<file path="config.mk">
export PLATFORM = sky130hd
export DESIGN_NAME = link_arbiter
export DESIGN_NICKNAME = d
export VERILOG_FILES = /design/src/rtl/link_arbiter.sv
export SDC_FILE = /design/constraint.sdc
export NUM_CORES = 1
export LEC_CHECK = 0
export CELL_PAD_IN_SITES_DETAIL_PLACEMENT = 1
export CELL_PAD_IN_SITES_GLOBAL_PLACEMENT = 1
export CORE_MARGIN = 4
export CORE_UTILIZATION = 16
export DETAILED_ROUTE_END_ITERATION = 10
export MAX_ROUTING_LAYER = met4
export PLACE_DENSITY = 0.95
export RECOVER_POWER = 100
export SETUP_SLACK_MARGIN = 0.4
export SKIP_LAST_GASP = 1
export SYNTH_ARGS = -nofsm -noshare
export SYNTH_HDL_FRONTEND = slang
export SYNTH_SLANG_ARGS = --single-unit
</file>
<file path="constraint.sdc">
create_clock -name clk -period 3.3 [get_ports clk]
set_input_delay 0.495 -clock clk [delete_from_list [all_inputs] [get_ports clk]]
set_output_delay 0.495 -clock clk [all_outputs]
set_load 0.05 [all_outputs]
</file>
<file path="src/rtl/link_arbiter.sv">
// link_arbiter: two-master round-robin arbiter in front of the tree link master port.
// Grants one complete command/response transaction at a time to m0 or m1.
// Optional response timeout enabled by defining LINK_ARB_TIMEOUT_EN.
module link_arbiter #(
    parameter int unsigned TIMEOUT_CYCLES = 255
) (
    input  logic       clk,
    input  logic       rst,
    // master 0 (UART bridge)
    input  logic [2:0] m0_MCmd,
    input  logic [7:0] m0_MAddr,
    input  logic [7:0] m0_MData,
    output logic       m0_SCmdAccept,
    output logic [7:0] m0_SData,
    output logic [1:0] m0_SResp,
    input  logic       m0_MRespAccept,
    // master 1 (on-chip sequencer)
    input  logic [2:0] m1_MCmd,
    input  logic [7:0] m1_MAddr,
    input  logic [7:0] m1_MData,
    output logic       m1_SCmdAccept,
    output logic [7:0] m1_SData,
    output logic [1:0] m1_SResp,
    input  logic       m1_MRespAccept,
    // toward the tree link
    output logic [2:0] s_MCmd,
    output logic [7:0] s_MAddr,
    output logic [7:0] s_MData,
    input  logic       s_SCmdAccept,
    input  logic [7:0] s_SData,
    input  logic [1:0] s_SResp,
    output logic       s_MRespAccept,
    // debug monitors
    output logic [1:0] grant,
    output logic [1:0] arb_state
);

    localparam int unsigned CMD_W  = 3;
    localparam int unsigned DATA_W = 8;
    localparam int unsigned RESP_W = 2;

    localparam logic [1:0] ST_IDLE = 2'b00;
    localparam logic [1:0] ST_CMD  = 2'b01;
    localparam logic [1:0] ST_RESP = 2'b10;
    localparam logic [1:0] ST_ERR  = 2'b11;

    localparam logic [1:0] GNT_NONE = 2'b00;
    localparam logic [1:0] GNT_M0   = 2'b01;
    localparam logic [1:0] GNT_M1   = 2'b10;

    localparam logic [CMD_W-1:0]  CMD_IDLE  = 3'b000;
    localparam logic [RESP_W-1:0] RESP_NULL = 2'b00;

    if ((TIMEOUT_CYCLES == 0) || (TIMEOUT_CYCLES > 255)) begin : g_bad_timeout
        $error("link_arbiter: TIMEOUT_CYCLES must be in 1..255");
    end

    logic [1:0]        r_state;
    logic [1:0]        w_state_nxt;
    logic [1:0]        r_grant;
    logic [1:0]        w_grant_nxt;
    logic              r_last_m1;
    logic              w_last_m1_nxt;

    logic              w_m0_req;
    logic              w_m1_req;
    logic [CMD_W-1:0]  w_g_cmd;
    logic [DATA_W-1:0] w_g_addr;
    logic [DATA_W-1:0] w_g_data;
    logic              w_g_racc;
    logic              w_cacc;
    logic [RESP_W-1:0] w_resp;
    logic [DATA_W-1:0] w_rdata;

`ifdef LINK_ARB_TIMEOUT_EN
    localparam int unsigned CNT_W = 8;
    localparam logic [CNT_W-1:0] TO_LAST = CNT_W'(TIMEOUT_CYCLES - 1);

    logic [CNT_W-1:0] r_cnt;
    logic [CNT_W-1:0] w_cnt_nxt;
`endif

    assign w_m0_req  = (m0_MCmd != CMD_IDLE);
    assign w_m1_req  = (m1_MCmd != CMD_IDLE);
    assign grant     = r_grant;
    assign arb_state = r_state;

    // Select the granted master's request lines
    always_comb begin
        w_g_cmd  = CMD_IDLE;
        w_g_addr = '0;
        w_g_data = '0;
        w_g_racc = 1'b0;
        case (r_grant)
            GNT_M0: begin
                w_g_cmd  = m0_MCmd;
                w_g_addr = m0_MAddr;
                w_g_data = m0_MData;
                w_g_racc = m0_MRespAccept;
            end
            GNT_M1: begin
                w_g_cmd  = m1_MCmd;
                w_g_addr = m1_MAddr;
                w_g_data = m1_MData;
                w_g_racc = m1_MRespAccept;
            end
            default: ;
        endcase
    end

    // Next state, grant and round-robin pointer
    always_comb begin
        w_state_nxt   = r_state;
        w_grant_nxt   = r_grant;
        w_last_m1_nxt = r_last_m1;
`ifdef LINK_ARB_TIMEOUT_EN
        w_cnt_nxt     = r_cnt;
`endif
        case (r_state)
            ST_IDLE: begin
                if (w_m0_req && w_m1_req) begin
                    w_grant_nxt = r_last_m1 ? GNT_M0 : GNT_M1;
                    w_state_nxt = ST_CMD;
                end else if (w_m0_req) begin
                    w_grant_nxt = GNT_M0;
                    w_state_nxt = ST_CMD;
                end else if (w_m1_req) begin
                    w_grant_nxt = GNT_M1;
                    w_state_nxt = ST_CMD;
                end
            end
            ST_CMD: begin
                // A withdrawn command abandons the grant without moving the pointer
                if (w_g_cmd == CMD_IDLE) begin
                    w_state_nxt = ST_IDLE;
                    w_grant_nxt = GNT_NONE;
                end else if (s_SCmdAccept) begin
                    w_state_nxt = ST_RESP;
`ifdef LINK_ARB_TIMEOUT_EN
                    w_cnt_nxt   = '0;
`endif
                end
            end
            ST_RESP: begin
                if (s_SResp != RESP_NULL) begin
                    if (w_g_racc) begin
                        w_state_nxt   = ST_IDLE;
                        w_grant_nxt   = GNT_NONE;
                        w_last_m1_nxt = (r_grant == GNT_M1);
                    end
`ifdef LINK_ARB_TIMEOUT_EN
                    w_cnt_nxt = '0;
                end else begin
                    w_cnt_nxt = r_cnt + CNT_W'(1);
                    if (r_cnt == TO_LAST) begin
                        w_state_nxt = ST_ERR;
                    end
`endif
                end
            end
`ifdef LINK_ARB_TIMEOUT_EN
            ST_ERR: begin
                if (w_g_racc) begin
                    w_state_nxt   = ST_IDLE;
                    w_grant_nxt   = GNT_NONE;
                    w_last_m1_nxt = (r_grant == GNT_M1);
                end
            end
`endif
            default: begin
                w_state_nxt = ST_IDLE;
                w_grant_nxt = GNT_NONE;
            end
        endcase
    end

    // Combinational command/response mux toward slave and granted master
    always_comb begin
        s_MCmd        = CMD_IDLE;
        s_MAddr       = '0;
        s_MData       = '0;
        s_MRespAccept = 1'b0;
        m0_SCmdAccept = 1'b0;
        m0_SResp      = RESP_NULL;
        m0_SData      = '0;
        m1_SCmdAccept = 1'b0;
        m1_SResp      = RESP_NULL;
        m1_SData      = '0;
        w_cacc        = 1'b0;
        w_resp        = RESP_NULL;
        w_rdata       = '0;
        case (r_state)
            ST_CMD: begin
                s_MCmd  = w_g_cmd;
                s_MAddr = w_g_addr;
                s_MData = w_g_data;
                w_cacc  = s_SCmdAccept;
            end
            ST_RESP: begin
                w_resp        = s_SResp;
                w_rdata       = s_SData;
                s_MRespAccept = w_g_racc;
            end
`ifdef LINK_ARB_TIMEOUT_EN
            ST_ERR: begin
                // Report error and drain any late slave response
                w_resp        = 2'b11;
                s_MRespAccept = 1'b1;
            end
            ST_IDLE: begin
                s_MRespAccept = ~rst;
            end
`endif
            default: ;
        endcase
        if (r_grant == GNT_M0) begin
            m0_SCmdAccept = w_cacc;
            m0_SResp      = w_resp;
            m0_SData      = w_rdata;
        end else if (r_grant == GNT_M1) begin
            m1_SCmdAccept = w_cacc;
            m1_SResp      = w_resp;
            m1_SData      = w_rdata;
        end
    end

    // State, grant and pointer registers
    always_ff @(posedge clk or posedge rst) begin
        if (rst) begin
            r_state   <= ST_IDLE;
            r_grant   <= GNT_NONE;
            r_last_m1 <= 1'b1;
        end else begin
            r_state   <= w_state_nxt;
            r_grant   <= w_grant_nxt;
            r_last_m1 <= w_last_m1_nxt;
        end
    end

`ifdef LINK_ARB_TIMEOUT_EN
    // Consecutive NULL-response cycle counter
    always_ff @(posedge clk or posedge rst) begin
        if (rst) begin
            r_cnt <= '0;
        end else begin
            r_cnt <= w_cnt_nxt;
        end
    end
`endif

endmodule

</file>
==> results.yml, run 1 <==
logic_synthesis:
  syn_area_um2: 741
  synth_nets: 161
  ys_seq_elements: 5
  postSynthCellCount: 106
  syn_area_per_cell_um2: 6.99
  seq_area_frac_synth_pct: 17.1
  synth_cell_types: 27
  yosys_warnings: 0
placed_design:
  dp_hpwl_um: 3210
  io_buffer_count: 98
  dpl.cell_count: 251
  place.gp.congestion: 0.791
  place_ws_ps: 413
  place_area_mm2: 0.00172
worst_setup_path:
  start_kind: "register"
  required_ps: 2800
  critPathBufInv: 3
  arrival_ps: 2360
  crit_path_top_delay_cell: "dlygate4sd3_1"
  cp_max_fo: 24
  cp_cell_sequence: "inv_1, ha_1, clkbuf_2, and4_1, dlygate4sd3_1"
  reg2reg_depth: 6
  critical-path-top-delay-family: "buffers and inverters"
  critical_path_class: "register to output port"
  end_kind: "output port"
  cpPeakStageDelay_ps: 880
  crit_cells: 5
detailed_routing:
  routed_via_density: 4.52
  wl_um: 3880
  firstDrtPassIters: 3
  drcViolationCount: 0
  ant_nets: 0
  wl_per_cell_um: 15.2
  drtIter0Drc: 46
  num_vias: 1153
clocking:
  cts_buffers: 3
  cts_tree: "done"
  path_clk_slew_ps: 40
  cts.sinks: 5
  post_cts_buffers: 0
  h-tree-depth: 1
  clk_latency_ps: 220
  clk_path_buf_depth: 2
  root_buffer: "clkbuf_8"
final_layout:
  stdcell_count: 255
  antennaDiodeCount: 0
  fill_cells: 543
  fin_area_mm2: 0.00173
  area.growth.synth_to_final_pct: 133
  fin_nets: 259
  drive_gt1_share_pct: 14.8
floorplan:
  core_mm2: 0.00441
  die_height_um: 76.0
  row_count: 24
  num_io_pins: 99
  start_util_pct: 16.8
  dieWidth_um: 76.0
  dieArea_mm2: 0.00578
sta:
  maxSlewViolCount: 0
  relSlewSlack_pct: 50.3
  period_needed_ps: 2850
  max_freq_mhz: 351
  setup_ws_ps: 449
  final.period_utilization_pct: 86.4
  worstMarginPinSlew_ps: 745
  skew_ps: 1.36
  rsz0062_at_grt: "no"
  finalHoldViolCount: 0
  setup_viol_count_final: 0
  finalSetupTns_ps: 0
global_route:
  antenna_found_initial: 0
  grt_max_degree: 25
  first_global_vias: 1205
  grt_overflow: 0
  grt_first_pass_wirelength_um: 6230
  grtUsageTotal_pct: 13.4
pwr:
  peakVddDrop_mv: 0.356
  p_leak_nw: 0.757
  pwr_density_cell_mw_per_mm2: 590
hold_path:
  hp-class: "primary input to async pin"
run_status:
  status: "finished clean"
job:
  drv_cap: 0
-- registers in the layout, summed over array words and instances, names as in the netlist --
signal	count
r_last_m1	1
arb_state	2
grant	2
-- cells in the mapped netlist, drive strengths merged --
library cell | count | area share (%)
nor2 | 24 | 12
a22oi | 21 | 21
and2 | 20 | 17
clkbuf | 4 | 2.0
dfrtp | 4 | 14
inv | 4 | 2.0
nor3 | 4 | 2.7
o21ai | 3 | 2.0
or3 | 3 | 3.2
a21oi | 2 | 1.4
buf | 2 | 1.4
ha | 2 | 3.4
nand2b | 2 | 2.0
o32a | 2 | 2.9
a2111o | 1 | 1.5
and3 | 1 | 0.85
and4 | 1 | 1.2
dfstp | 1 | 3.5
mux2 | 1 | 1.5
nor2b | 1 | 0.85
nor3b | 1 | 1.7
nor4 | 1 | 0.85
nor4b | 1 | 1.2
-- what timing repair did --
item                                    CTS  global route
gates resized for setup                  19             1
endpoints found under the hold margin     0             0
pin swaps                                 0             0
hold buffers                              0             0
endpoints found under the setup margin   31             1
cloned                                    0             0
-- path summary, 6_finish.rpt --
| check | slack (ps) | end | from |
|---|---|---|---|
| min in group clk | 620 | arb_state[0]$_DFFE_PP0P_ | arb_state[1]$_DFFE_PP0P_ |
| max in group asynchronous | 2450 | r_last_m1$_DFFE_PP1P_ | rst |
| min | 610 | arb_state[1]$_DFFE_PP0P_ | rst |
| max reg2reg | 1280 | r_last_m1$_DFFE_PP1P_ | grant[0]$_DFFE_PP0P_ |
| min reg2reg | 620 | arb_state[0]$_DFFE_PP0P_ | arb_state[1]$_DFFE_PP0P_ |
| max | 450 | m1_SCmdAccept | grant[0]$_DFFE_PP0P_ |
-- report_power, final --
part	internal [mW]	switching, mW	total [mW]
Combinational	0.257	0.527	0.784
Clock	0.0829	0.0294	0.112
Sequential	0.0905	0.0324	0.123
Total	0.431	0.589	1.02
-- metrics by stage --
| stage | power [mW] | hold WS (ps) | utilization, % |
|---|---|---|---|
| global route | 1.10 | 628 | 39.1 |
| detailed placement | 0.975 | 601 | 38.9 |
| CTS | 1.06 | 476 | 39.5 |
| global placement | 0.963 | 560 | 38.9 |
| floorplan | 0.684 | 273 | - |
| finish | 1.02 | 613 | 39.1 |
-- layout make-up --
cell class | instances | area (um2) | area share, %
clock buffer | 4 | 45.0 | 2.61
inverter | 4 | 15.0 | 0.870
multi-input combinational | 91 | 574 | 33.3
sequential | 5 | 126 | 7.32
tap | 52 | 65.1 | 3.77
timing repair buffer | 99 | 901 | 52.2
-- cell families after synthesis --
kind of cell | Yosys count | synth area share [%]
buffers and inverters | 10 | 5.40
multiplexers | 1 | 1.52
flip-flops | 5 | 17.1
AO/OA/AOI/OAI | 29 | 29.1
AND/OR/NAND/NOR | 59 | 43.6
adder cells (fa/ha/maj) | 2 | 3.38
-- cell usage in the layout (no fill, tap or decap), drive strengths merged --
cell,synthesis,routed
a2111o,1,1
nand2b,2,2
buf,2,20
nor3,4,4
nor4,1,1
and4,1,1
dfrtp,4,4
a21oi,2,2
dfstp,1,1
ha,2,2
dlygate4sd2,0,18
and2,20,20
nor3b,1,1
inv,4,4
dlygate4sd3,0,8
nor2,24,24
and3,1,1
nor4b,1,1
o21ai,3,3
or3,3,3
clkbuf,4,7
mux2,1,1
o32a,2,2
clkdlybuf4s50,0,50
a22oi,21,21
nor2b,1,1
-- routing by layer --
layer / track usage [%] / up-vias / part of all wire, %
met5: - / - / 0
met4: 3.91 / 0 / 2.1
met3: 1.65 / 8 / 4.2
met2: 24.5 / 46 / 53
met1: 15.0 / 520 / 40
li1: - / 579 / -
Power figures use the tool's default switching activity.
==> run 2, diff against run 1 <==
==> constraint.sdc (replaced) <==
create_clock -name clk -period 3.68 [get_ports clk]
set_input_delay 0.552 -clock clk [delete_from_list [all_inputs] [get_ports clk]]
set_output_delay 0.552 -clock clk [all_outputs]
set_load 0.05 [all_outputs]
==> run 2 against run 1 <==
Global-route usage down 0.63 points. Largest power group unchanged. Non-clock buffer count up 1. Register-to-register slack better by 360 ps. Largest cell class unchanged. Final cell count up 0.39%. Clock-buffer cell count unchanged.
==> results.yml, run 2 (synthesis results as in run 1) <==
sta:
  fin_hold_ws_ps: 599
  worstMarginPinSlew_ps: 542
  maxSlewViolCount: 0
  skew_ps: 1.76
  max_freq_mhz: 317
  setup_viol_count_final: 0
  finalHoldViolCount: 0
  finalSetupTns_ps: 0
  period_needed_ps: 3160
  final.period_utilization_pct: 85.8
  relSlewSlack_pct: 63.7
  rsz0062_at_grt: "yes"
detailed_routing:
  m1WireLength_um: 1530
  met2_length_um: 2100
  wl_um: 3820
  drcViolationCount: 0
  top_layer_used: "met4"
  wl_per_cell_um: 14.9
  num_vias: 1167
  firstDrtPassIters: 4
  met3_length_um: 170
  routed_via_density: 4.56
  drtIter0Drc: 28
  ant_nets: 0
final_layout:
  area.growth.synth_to_final_pct: 147
  fin_nets: 260
  final_common_cell: "clkdlybuf4s50_1"
  final_cell_mix: "51 x clkdlybuf4s50_1, 47 x dlygate4sd3_1, 23 x nor2_1, 21 x a22oi_1, 20 x and2_1"
  fin_area_mm2: 0.00183
  antennaDiodeCount: 0
  drive_gt1_share_pct: 5.39
pwr:
  peakVddDrop_mv: 0.160
  p_leak_nw: 0.803
  pwr_density_cell_mw_per_mm2: 516
clocking:
  cts_tree: "done"
  cts_buffers: 3
  cts.sinks: 5
  path_clk_slew_ps: 30
  root_buffer: "clkbuf_8"
  postCtsHoldBufs: 0
  clk_latency_ps: 220
  cts_resized: 0
  h-tree-depth: 1
  post_cts_buffers: 0
  clk_path_buf_depth: 2
floorplan:
  die_height_um: 76.0
  start_util_pct: 16.8
  num_io_pins: 99
  row_count: 24
  dieWidth_um: 76.0
  dieArea_mm2: 0.00578
  core_mm2: 0.00441
job:
  drv_cap: 0
hold_path:
  holdPathStages: 2
  hp-class: "register to register"
worst_setup_path:
  reg2reg_depth: 6
  crit_path_top_delay_cell: "dlygate4sd3_1"
  end_kind: "output port"
  required_ps: 3130
  arrival_ps: 2610
  cp_max_fo: 15
  crit_cells: 6
  critical-path-top-delay-family: "buffers and inverters"
  cp_cell_sequence: "inv_1, ha_1, buf_4, a22oi_1, nor3_1, dlygate4sd3_1"
  start_kind: "register"
  critical_path_class: "register to output port"
  cpPeakStageDelay_ps: 910
  critPathBufInv: 3
run_status:
  status: "finished clean"
placed_design:
  io_buffer_count: 98
  dp_hpwl_um: 3370
  place.gp.congestion: 0.775
  place_area_mm2: 0.00178
global_route:
  grt_overflow: 0
  grtUsageTotal_pct: 12.8
  grt_max_degree: 21
  first_global_vias: 1217
  antenna_found_initial: 0
  grt_first_pass_wirelength_um: 6070
[run 2: changes by cell type in the layout (fill, tap and decap cells not counted), sizes merged]
cell,previous run,this run
clkdlybuf4s50,50,51
dlygate4sd3,8,47
buf,20,2
clkbuf,7,4
dlygate4sd2,18,0
[run 2: per-layer routing]
metal | track usage (%) | vias up
met3 | 2.13 | 2
met5 | - | -
met4 | 2.31 | 0
met2 | 24.1 | 42
met1 | 13.9 | 543
li1 | - | 580
[run 2: stage by stage]
stage | util (%) | std cells | worst slack [ps] | power (mW)
CTS | 41.3 | 256 | 528 | 0.985
finish | 41.5 | 256 | 522 | 0.944
floorplan | - | 106 | 854 | 0.613
global route | 41.5 | 256 | 342 | 1.01
global placement | 40.2 | 252 | 795 | 0.871
detailed placement | 40.2 | 252 | 762 | 0.883
[run 2: path summary, 6_finish.rpt]
check / to / slack [ps] / from
setup / recovery: s_MRespAccept / 520 / grant[1]$_DFFE_PP0P_
setup reg to reg: r_last_m1$_DFFE_PP1P_ / 1640 / grant[1]$_DFFE_PP0P_
hold / removal: grant[1]$_DFFE_PP0P_ / 600 / grant[1]$_DFFE_PP0P_
max in group asynchronous: r_last_m1$_DFFE_PP1P_ / 2760 / rst
min in group asynchronous: arb_state[0]$_DFFE_PP0P_ / 680 / rst
hold reg to reg: grant[1]$_DFFE_PP0P_ / 600 / grant[1]$_DFFE_PP0P_
[run 2: where the power goes]
part           internal [mW]  switching, mW
Combinational          0.260          0.475
Clock                 0.0741         0.0239
Sequential            0.0812         0.0292
[run 2: final cells by class]
class	instances	area, um2
tap	52	65.1
inverter	4	15.0
clock buffer	4	45.0
multi-input combinational	91	583
fill	553	2580
timing repair buffer	100	996
sequential	5	126
[run 2: worst min-delay path, delay by kind of cell, from the launching register on]
family / cells / cell delay, ps
compound gates: 1 / 80
flops: 1 / 390
buf+inv: 1 / 80
==> run 3, diff against run 2 <==
--- a/config.mk
+++ b/config.mk
@@ -18,3 +18,4 @@
 export SYNTH_ARGS = -nofsm -noshare
 export SYNTH_HDL_FRONTEND = slang
 export SYNTH_SLANG_ARGS = --single-unit
+export TNS_END_PERCENT = 20
==> run 3 against run 2 <==
Maximum frequency decreased by 0.10%. First-iteration DRC count fell by 18%. Clock-buffer cell count unchanged. Flip-flop and latch count did not move. Clock skew barely moved. Sequential share of layout area barely moved. Cell area shrank 0.48%. Non-clock buffer count unchanged. Register-to-register slack improved by 20 ps. Critical path type unchanged. Global-route usage unchanged. Utilization decreased by 0.20 points.
==> results.yml, run 3 (synthesis results as in run 1) <==
sta:
  finalHoldViolCount: 0
  period_needed_ps: 3160
  setup_viol_count_final: 0
  maxSlewViolCount: 0
  worstMarginPinSlew_ps: 542
  skew_ps: 1.90
  relSlewSlack_pct: 63.7
  final.period_utilization_pct: 85.9
  finalSetupTns_ps: 0
  setup_ws_ps: 519
  rsz0062_at_grt: "yes"
  max_freq_mhz: 316
run_status:
  status: "finished clean"
pwr:
  p_clk_share_pct: 10.5
  internal-power_uw: 413
  peakVddDrop_mv: 0.160
  share_comb_of_total_power_pct: 77.8
  seq_power_share_pct: 11.8
  p_sw_share_pct: 56.0
  power.switching_uw: 526
  finalPower_uw: 939
  p_leak_nw: 0.803
  pwr_density_cell_mw_per_mm2: 515
global_route:
  grtUsageTotal_pct: 12.8
  first_global_vias: 1217
  grt-busiest-layer: "met2"
  grt_use_met2_pct: 24.1
  antenna_found_initial: 0
  use_met3_pct: 2.13
  grt_overflow: 0
  grt_max_degree: 21
  grt_first_pass_wirelength_um: 6070
  met1_usage_pct: 13.9
detailed_routing:
  drtIter0Drc: 23
  wl_um: 3840
  wl_per_cell_um: 15.0
  num_vias: 1165
  drcViolationCount: 0
  routed_via_density: 4.55
  ant_nets: 0
  firstDrtPassIters: 4
clocking:
  cts_resized: 0
  cts_tree: "done"
  cts_buffers: 3
  path_clk_slew_ps: 30
  h-tree-depth: 1
  clk_path_buf_depth: 2
  clk_latency_ps: 220
  post_cts_buffers: 0
  cts.sinks: 5
  root_buffer: "clkbuf_8"
  postCtsHoldBufs: 0
floorplan:
  dieWidth_um: 76.0
  core_mm2: 0.00441
  start_util_pct: 16.8
  die_height_um: 76.0
  row_count: 24
  dieArea_mm2: 0.00578
  num_io_pins: 99
final_layout:
  final_cell_mix: "50 x clkdlybuf4s50_1, 48 x dlygate4sd3_1, 24 x nor2_1, 21 x a22oi_1, 20 x and2_1"
  antennaDiodeCount: 0
  fill_cells: 555
  fin_nets: 260
  stdcell_count: 256
  area.growth.synth_to_final_pct: 146
  final_common_cell: "clkdlybuf4s50_1"
  drive_gt1_share_pct: 4.90
placed_design:
  dp_hpwl_um: 3370
  dpl.cell_count: 252
  io_buffer_count: 98
  place_ws_ps: 762
  place.gp.congestion: 0.775
job:
  drv_cap: 0
worst_setup_path:
  start_kind: "register"
  critical_path_class: "register to output port"
  arrival_ps: 2610
  ff2ff_setup_slack_ps: 1660
  end_kind: "output port"
  required_ps: 3130
  cp_max_fo: 10
hold_path:
  hp-class: "register to register"
run 3: cell count changes in the layout (fill, tap and decap cells not counted), sizes merged:
cell           delta
clkdlybuf4s50     -1
dlygate4sd3       +1
run 3: final timing paths:
path                                             to  depth (start not counted)                  from
max reg2reg                   r_last_m1$_DFFE_PP1P_                          6  grant[1]$_DFFE_PP0P_
max                                     m0_SData[3]                          6  grant[1]$_DFFE_PP0P_
min                            grant[1]$_DFFE_PP0P_                          2  grant[1]$_DFFE_PP0P_
max in group asynchronous     r_last_m1$_DFFE_PP1P_                          2                   rst
min reg2reg                    grant[1]$_DFFE_PP0P_                          2  grant[1]$_DFFE_PP0P_
min in group asynchronous  arb_state[0]$_DFFE_PP0P_                          2                   rst
run 3: worst max-delay path, stage by stage (launching register included):
cell	delay [ps]
dfrtp_1	390
inv_1	80
ha_1	380
inv_1	100
nor2_1	380
and2_1	190
dlygate4sd3_1	880
run 3: layout make-up:
class,count,area (um2),share of cell area (%)
multi-input cells,91,574,31.5
repair buffers,100,996,54.7
flip-flops and latches,5,126,6.94
well taps,52,65.1,3.57
clock buffers,4,45.0,2.47
inverters,4,15.0,0.824
run 3: power groups by stage:
stage	Clock [mW]	Combinational [mW]	Sequential, mW
2_1_floorplan	0	0.447	0.167
3_3_place_gp	0	0.760	0.111
3_5_place_dp	0	0.771	0.112
4_1_cts	0.0998	0.773	0.112
5_1_grt	0.104	0.782	0.116
6_report	0.0984	0.730	0.110
run 3: layer usage:
metal  vias up  routed length [um]
met5         -                   0
met4         0                  27
met3         2                 171
met2        42                2100
met1       541                1540
li1        580                   -
run 3: through the flow:
stage	utilization [%]	cell area, um2	hold WS, ps
after detailed placement	40.2	1780	592
after global routing	41.3	1820	660
final	41.3	1820	599
after floorplan	-	741	330
after CTS	41.3	1820	551
after global placement	40.2	1780	569
